### config.mk
export PLATFORM = sky130hd
export DESIGN_NAME = cond_flag_reg
export DESIGN_NICKNAME = d
export VERILOG_FILES = /design/src/rtl/cond_ctrl_pkg.sv /design/src/rtl/cond_flag_reg.sv
export SDC_FILE = /design/constraint.sdc
export NUM_CORES = 1
export LEC_CHECK = 0
export CAP_MARGIN = 20
export CORE_UTILIZATION = 32
export DETAILED_ROUTE_END_ITERATION = 16
export GPL_ROUTABILITY_DRIVEN = 1
export GPL_TIMING_DRIVEN = 1
export PLACE_DENSITY = 0.66
export SKIP_LAST_GASP = 1
export SLEW_MARGIN = 20
export SYNTH_ARGS = -nofsm -noshare
export SYNTH_HDL_FRONTEND = slang
export SYNTH_SLANG_ARGS = --single-unit
### constraint.sdc
create_clock -name clk -period 1.55 [get_ports clk]
set_input_delay 0.155 -clock clk [delete_from_list [all_inputs] [get_ports clk]]
set_output_delay 0.155 -clock clk [all_outputs]
set_load 0.05 [all_outputs]
### src/rtl/cond_ctrl_pkg.sv
// cond_ctrl_pkg: shared types and constants for the multicycle ARM-subset
// main controller.
// Contents: FSM state encoding, condition codes, opcode classes, ALU
// commands, mux-select constants, and helpers for condition evaluation and
// ALU command decode.
// Optional feature macro used by the controller: COND_SKIP_CNT_EN.
package cond_ctrl_pkg;

  typedef enum logic [3:0] {
    S_FETCH    = 4'd0,
    S_DECODE   = 4'd1,
    S_MEMADR   = 4'd2,
    S_MEMRD    = 4'd3,
    S_MEMWB    = 4'd4,
    S_MEMWR    = 4'd5,
    S_EXECUTER = 4'd6,
    S_EXECUTEI = 4'd7,
    S_ALUWB    = 4'd8,
    S_BRANCH   = 4'd9
  } state_t;

  localparam logic [3:0] COND_EQ = 4'b0000;
  localparam logic [3:0] COND_NE = 4'b0001;
  localparam logic [3:0] COND_CS = 4'b0010;
  localparam logic [3:0] COND_CC = 4'b0011;
  localparam logic [3:0] COND_MI = 4'b0100;
  localparam logic [3:0] COND_PL = 4'b0101;
  localparam logic [3:0] COND_VS = 4'b0110;
  localparam logic [3:0] COND_VC = 4'b0111;
  localparam logic [3:0] COND_HI = 4'b1000;
  localparam logic [3:0] COND_LS = 4'b1001;
  localparam logic [3:0] COND_GE = 4'b1010;
  localparam logic [3:0] COND_LT = 4'b1011;
  localparam logic [3:0] COND_GT = 4'b1100;
  localparam logic [3:0] COND_LE = 4'b1101;
  localparam logic [3:0] COND_AL = 4'b1110;
  localparam logic [3:0] COND_NV = 4'b1111;

  localparam logic [1:0] OP_DP  = 2'b00;
  localparam logic [1:0] OP_MEM = 2'b01;
  localparam logic [1:0] OP_BR  = 2'b10;
  localparam logic [1:0] OP_NOP = 2'b11;

  localparam logic [3:0] CMD_ADD = 4'b0100;
  localparam logic [3:0] CMD_SUB = 4'b0010;
  localparam logic [3:0] CMD_AND = 4'b0000;
  localparam logic [3:0] CMD_ORR = 4'b1100;

  localparam logic [1:0] ALU_ADD = 2'b00;
  localparam logic [1:0] ALU_SUB = 2'b01;
  localparam logic [1:0] ALU_AND = 2'b10;
  localparam logic [1:0] ALU_ORR = 2'b11;

  localparam logic [1:0] RES_ALUOUT    = 2'b00;
  localparam logic [1:0] RES_DATA      = 2'b01;
  localparam logic [1:0] RES_ALURESULT = 2'b10;

  localparam logic [1:0] SRCB_WD   = 2'b00;
  localparam logic [1:0] SRCB_IMM  = 2'b01;
  localparam logic [1:0] SRCB_FOUR = 2'b10;

  // ARM condition evaluation against NZCV; NV never executes.
  function automatic logic condcheck(input logic [3:0] cond, input logic [3:0] nzcv);
    logic n, z, c, v, ge;
    n  = nzcv[3];
    z  = nzcv[2];
    c  = nzcv[1];
    v  = nzcv[0];
    ge = (n == v);
    case (cond)
      COND_EQ: condcheck = z;
      COND_NE: condcheck = ~z;
      COND_CS: condcheck = c;
      COND_CC: condcheck = ~c;
      COND_MI: condcheck = n;
      COND_PL: condcheck = ~n;
      COND_VS: condcheck = v;
      COND_VC: condcheck = ~v;
      COND_HI: condcheck = c & ~z;
      COND_LS: condcheck = ~(c & ~z);
      COND_GE: condcheck = ge;
      COND_LT: condcheck = ~ge;
      COND_GT: condcheck = ~z & ge;
      COND_LE: condcheck = ~(~z & ge);
      COND_AL: condcheck = 1'b1;
      default: condcheck = 1'b0;
    endcase
  endfunction

  // Data-processing command to ALU operation; unknown commands add.
  function automatic logic [1:0] alu_decode(input logic [3:0] cmd);
    case (cmd)
      CMD_ADD: alu_decode = ALU_ADD;
      CMD_SUB: alu_decode = ALU_SUB;
      CMD_AND: alu_decode = ALU_AND;
      CMD_ORR: alu_decode = ALU_ORR;
      default: alu_decode = ALU_ADD;
    endcase
  endfunction

endpackage

### src/rtl/cond_flag_reg.sv
// cond_flag_reg: NZCV flag register plus latched condition result.
// Ports:
//   clk, reset      clock, synchronous active-low reset
//   latch_cond      1 in DECODE: capture condition result at this edge
//   exec_state      1 in EXECUTER/EXECUTEI: flag write allowed at this edge
//   Cond            instruction condition field
//   cmd, set_flags  Funct[4:1] and Funct[0] of the instruction
//   ALUFlags        NZCV produced by the ALU this cycle
//   Flags           current NZCV register
//   cond_ex         latched condition result gating architectural writes
//   cond_now        condition evaluated against current Flags
module cond_flag_reg
  import cond_ctrl_pkg::*;
(
  input  logic       clk,
  input  logic       reset,
  input  logic       latch_cond,
  input  logic       exec_state,
  input  logic [3:0] Cond,
  input  logic [3:0] cmd,
  input  logic       set_flags,
  input  logic [3:0] ALUFlags,
  output logic [3:0] Flags,
  output logic       cond_ex,
  output logic       cond_now
);

  logic [3:0] flags_r;
  logic       cond_ex_r;
  logic       nz_we_s;
  logic       cv_we_s;

  // Condition evaluation and split N/Z vs C/V write enables; logical ops keep C,V.
  always_comb begin
    cond_now = condcheck(Cond, flags_r);
    nz_we_s  = exec_state & cond_ex_r & set_flags;
    cv_we_s  = nz_we_s & ((cmd == CMD_ADD) | (cmd == CMD_SUB));
  end

  // Flag and condition-result registers.
  always_ff @(posedge clk) begin
    if (!reset) begin
      flags_r   <= 4'b0000;
      cond_ex_r <= 1'b0;
    end else begin
      if (latch_cond) begin
        cond_ex_r <= cond_now;
      end
      if (nz_we_s) begin
        flags_r[3:2] <= ALUFlags[3:2];
      end
      if (cv_we_s) begin
        flags_r[1:0] <= ALUFlags[1:0];
      end
    end
  end

  assign Flags   = flags_r;
  assign cond_ex = cond_ex_r;

endmodule

* Word level (Yosys, flattened, before mapping)
Cells that the tools add are included.
** Storage, ports and cells
- Flip-flop bits (word level) :: 5
- Bits in latches :: 0
- Memory bits (writable) :: 0
- Bits in read-only memories :: 0
- Input port bits :: 17
- Output and inout bits :: 6
- Logic and storage cells :: 35
- Memories kept :: 0
** Cells by class
- $add $sub $neg :: 0
- $mul :: 0
- Div/mod/pow operators :: 0
- Order comparisons :: 0
- Equal/unequal tests :: 17
- Shift operators :: 0
- Multiplexer cells :: 1
- Bitwise gates (word level) :: 13
- Reductions and logical operators :: 1
** Operators by type and width (count)
- 4-bit equality test (second input constant) :: 7
- 4-bit by 3-bit equality test with 1-bit output (second input constant) :: 5
- 1-bit case mux with 15 select lines :: 1
- 4-bit by 2-bit equality test with 1-bit output (second input constant) :: 3
- 1-bit NOT :: 7
- 1-bit AND :: 5
- 4-bit by 1-bit equality test with 1-bit output (second input constant) :: 1
- 4-bit zero test :: 1
- 1-bit equality test :: 1
- 1-bit OR :: 1

* Logic depth before layout (Yosys ltp)
- Depth in word-level cells :: 4
- Depth in mapped cells :: 6
- Depth with buffers taken out :: 5

* Worst setup path after synthesis
OpenSTA, ideal clock, no wires.
- Kind :: reg-to-output
- From :: register flags_r[0], in the netlist Flags[0]
- To :: output cond_now
- Arrival :: 1.757 ns
- Required time :: 1.395 ns
- Setup slack :: -0.362 ns
- Stages on the path, launching flop included :: 7
- Path through :: dfxtp_1 > buf_4 > nor3b_1 > o311ai_1 > o211ai_2 > nor4_2 > inv_1
** On the way
- Longest elaborated chain between the ends :: 4
- Elaborated cells on any way between the ends :: 6
** RTL lines
- start, declared :: line cond_flag_reg.sv:28 : logic [3:0] flags_r;
- start signal, assigned :: line cond_flag_reg.sv:53 : flags_r[1:0] <= ALUFlags[1:0];
- 1-bit equality test :: line cond_ctrl_pkg.sv:69 : ge = (n == v);
- 1-bit AND :: line cond_ctrl_pkg.sv:83, cond_ctrl_pkg.sv:84
- 1-bit NOT :: line cond_ctrl_pkg.sv:84 : COND_LE: condcheck = ~(~z & ge);
- 1-bit case mux with 15 select lines (*) :: line cond_ctrl_pkg.sv:70 : case (cond)
- end, declared :: line cond_flag_reg.sv:25 : output logic cond_now
Mark *: on every way between the ends. The rest lies on a longest branch, timed or not.

* Worst setup path after layout
Ends and elaborated chain as after synthesis.

==> impl_metrics.env <==
export IMPL_critPathSlowestCell="dfxtp_4"
export IMPL_syn_avg_cell_area_um2=9.01
export IMPL_clk_latency_ns=0.24
export IMPL_hold_depth=2
export IMPL_ys_seq_area_frac=0.206
export IMPL_max_cap_viol_count=0
export IMPL_worstHoldStart="latch_cond"
export IMPL_clock_fmax_mhz=523
export IMPL_postLayoutCellArea_um2=876
export IMPL_first_global_vias=545
export IMPL_area_growth_pct=79.9
export IMPL_r2r_slack_ns=-0.06
export IMPL_cp_end_kind="output pin"
export IMPL_cts_buffers=3
export IMPL_setup_viol=2
export IMPL_drt_iter0_drc=6
export IMPL_worstSetupPathType="flop to output pin"
export IMPL_min_path_type="input pin to flop"
export IMPL_slew_violations=0
export IMPL_r2r_cells=6
export IMPL_critPathMaxStageDelay_ns=0.35
export IMPL_synth_distinct_cells=27
export IMPL_path_delay_family="simple AND/OR/NAND/NOR gates"
export IMPL_syn_inst=54
export IMPL_fin_crit_ns=1.91
export IMPL_grt_pass1_wl_um=2040
export IMPL_ir_worst_vdd_v=0.000417
export IMPL_syn_area_um2=487
export IMPL_die_y_um=41
export IMPL_num_vias=540
export IMPL_hold_viol=0
export IMPL_crit_chain="nor4bb_4, o311ai_2, o211ai_2, nor4_4, inv_2, buf_8"
export IMPL_hold_path_end="cond_ex"
export IMPL_synth_top_area_cell="dfxtp_1"
export IMPL_wirelength_um=1270
export IMPL_power_leakage_nw=0.388
export IMPL_seqCellArea_um2=111
export IMPL_port_buffers=22
export IMPL_core_area_um2=1350
export IMPL_dr_pass1_iters=4
export IMPL_htree_levels=1
export IMPL_multi_input_area_um2=365
export IMPL_violations="negative setup slack"
export IMPL_clock_sinks=5
export IMPL_drive_gt1_frac=0.440
export IMPL_drc=0
export IMPL_finalCritPeriodShare=1.23
export IMPL_core_rowCount=13
export IMPL_synth_nets=71
export IMPL_r2r_start="Flags[0]"
export IMPL_dp_cells=98
export IMPL_diodes=0
export IMPL_gp_congestion=0.653
export IMPL_worstPathArrival_ns=1.76
export IMPL_wl_per_cell_um=12.0
export IMPL_vias_per_cell=5.09
export IMPL_fin_skew_ns=0.00107
export IMPL_io_pins=23
export IMPL_die_w_um=41
export IMPL_overflow=0
export IMPL_relSlewSlack=0.643
export IMPL_fill_cells=139
export IMPL_r2r_end="cond_ex"
export IMPL_post_route_worst_setup_slack_ns=-0.360
export IMPL_rsz0062_at_grt="true"
export IMPL_route_antenna_remaining_nets=0
export IMPL_initial_core_util=0.361
export IMPL_synthTopCellsByArea="dfxtp_1 21%, mux2i_1 12%, nor2b_1 7.7%, buf_6 4.6%, inv_1 4.6%"
export IMPL_power_density_nw_per_um2=520
export IMPL_clockBufferDepth=2
export IMPL_yosys_area_top_type_share=0.206
export IMPL_tightest_slew_ns=0.527
export IMPL_placed_area_um2=764
export IMPL_dieArea_um2=1680
export IMPL_cp_start_kind="flop"
export IMPL_fin_nets=109
export IMPL_grt_max_degree=9
export IMPL_cp_data_required_time_ns=1.39
export IMPL_track_usage=0.184
export IMPL_cts_root_buf="clkbuf_4"
export IMPL_status="finished with violations"
export IMPL_final_cells=106
export IMPL_dpl_hpwl_um=987
export IMPL_worstPathMaxFanout=4
export IMPL_cts_tree="built"
export IMPL_antenna_found_initial=0
export IMPL_setup_tns_ns=-0.417
export IMPL_clkTransAtPathRegs_ns=0.04
export IMPL_crit_buf_inv=2
export IMPL_ys_warn_count=0
export IMPL_synth_seq_cells=5
registers in the layout, indices dropped and copies added, names as in the netlist:
name and cells:
cond_ex 1, Flags 4
cells in the mapped netlist, drive strengths merged:
library cell and count:
o21ai 2, buf 5, dfxtp 5, nor2b 6
nor4bb 2, nor3 1, nand3 2, mux2i 6
a221oi 2, nor3b 1, a31oi 1, and3b 1
nor4b 3, o311ai 1, xnor2 2, a21oi 1
inv 6, nor4 1, xor2 1, nand2b 1
o211ai 1, o2111ai 1, or4 2
worst reg2reg max path: cells and delay by family (launching register included):
kind            cells  cell delay [ns]
compound gates      3             0.49
buf+inv             1             0.16
flops               1             0.35
simple gates        2             0.49
through the flow:
stage | hold WS [ns] | total power [mW] | util | setup WS (ns)
4_1_cts | 0.491 | 0.453 | 0.633 | -0.367
5_1_grt | 0.534 | 0.474 | 0.649 | -0.432
3_3_place_gp | 0.535 | 0.289 | 0.566 | -0.467
3_5_place_dp | 0.542 | 0.290 | 0.566 | -0.471
6_report | 0.493 | 0.456 | 0.649 | -0.360
2_1_floorplan | 0.237 | 0.220 | - | -0.148
cell type report:
| class | instances | share of cell area |
|---|---|---|
| sequential | 5 | 0.127 |
| timing repair buffer | 38 | 0.379 |
| tap | 15 | 0.0214 |
| multi-input combinational | 38 | 0.417 |
| inverter | 6 | 0.0257 |
| clock buffer | 4 | 0.0300 |
metal layers:
layer  up-vias  GRT usage  part of all wire
li1        273          -                 -
met1       240      0.186              0.39
met2        25      0.363              0.54
met3         2     0.0272             0.072
met4         0     0.0750            0.0055
met5         -          0                 0
report_power, final:
part / internal (mW) / total (mW) / switching (mW)
Combinational: 0.0954 / 0.172 / 0.0764
Sequential: 0.130 / 0.135 / 0.00427
Clock: 0.0972 / 0.149 / 0.0519
timing repair:
action	in CTS	in global routing
pin swaps	4	2
endpoints found under the setup margin	2	2
hold buffers	0	0
buffers inserted	4	0
gates resized for setup	13	3
logic make-up after synthesis:
family / Yosys count / synth area share
xor+xnor: 3 / 0.0540
simple gates: 20 / 0.329
compound gates: 9 / 0.154
buf+inv: 11 / 0.134
mux: 6 / 0.123
flops: 5 / 0.206
placed cells by master, fill, tap and decap left out, drive strengths merged, types with 2 or more instances in the layout:
cell / synthesis / routed
mux2i: 6 / 6
clkbuf: 0 / 4
dfxtp: 5 / 5
nor2b: 6 / 6
o21ai: 2 / 2
dlygate4sd2: 0 / 4
buf: 5 / 22
xnor2: 2 / 2
nor4bb: 2 / 2
a221oi: 2 / 2
nor4b: 3 / 3
inv: 6 / 6
nand3: 2 / 2
clkdlybuf4s50: 0 / 12
or4: 2 / 2
worst max-delay path by stage:
stage                     depth (start not counted)        to      from  slack [ns]
after floorplan                                   6  cond_now  Flags[3]       -0.15
after global placement                            7  cond_now   Cond[0]       -0.47
after detailed placement                          7  cond_now   Cond[0]       -0.47
after CTS                                         6  cond_now  Flags[0]       -0.37
after global routing                              7  cond_now  Flags[0]       -0.43
final                                             6  cond_now  Flags[0]       -0.36
No activity file was read; power rests on OpenSTA's default activity.
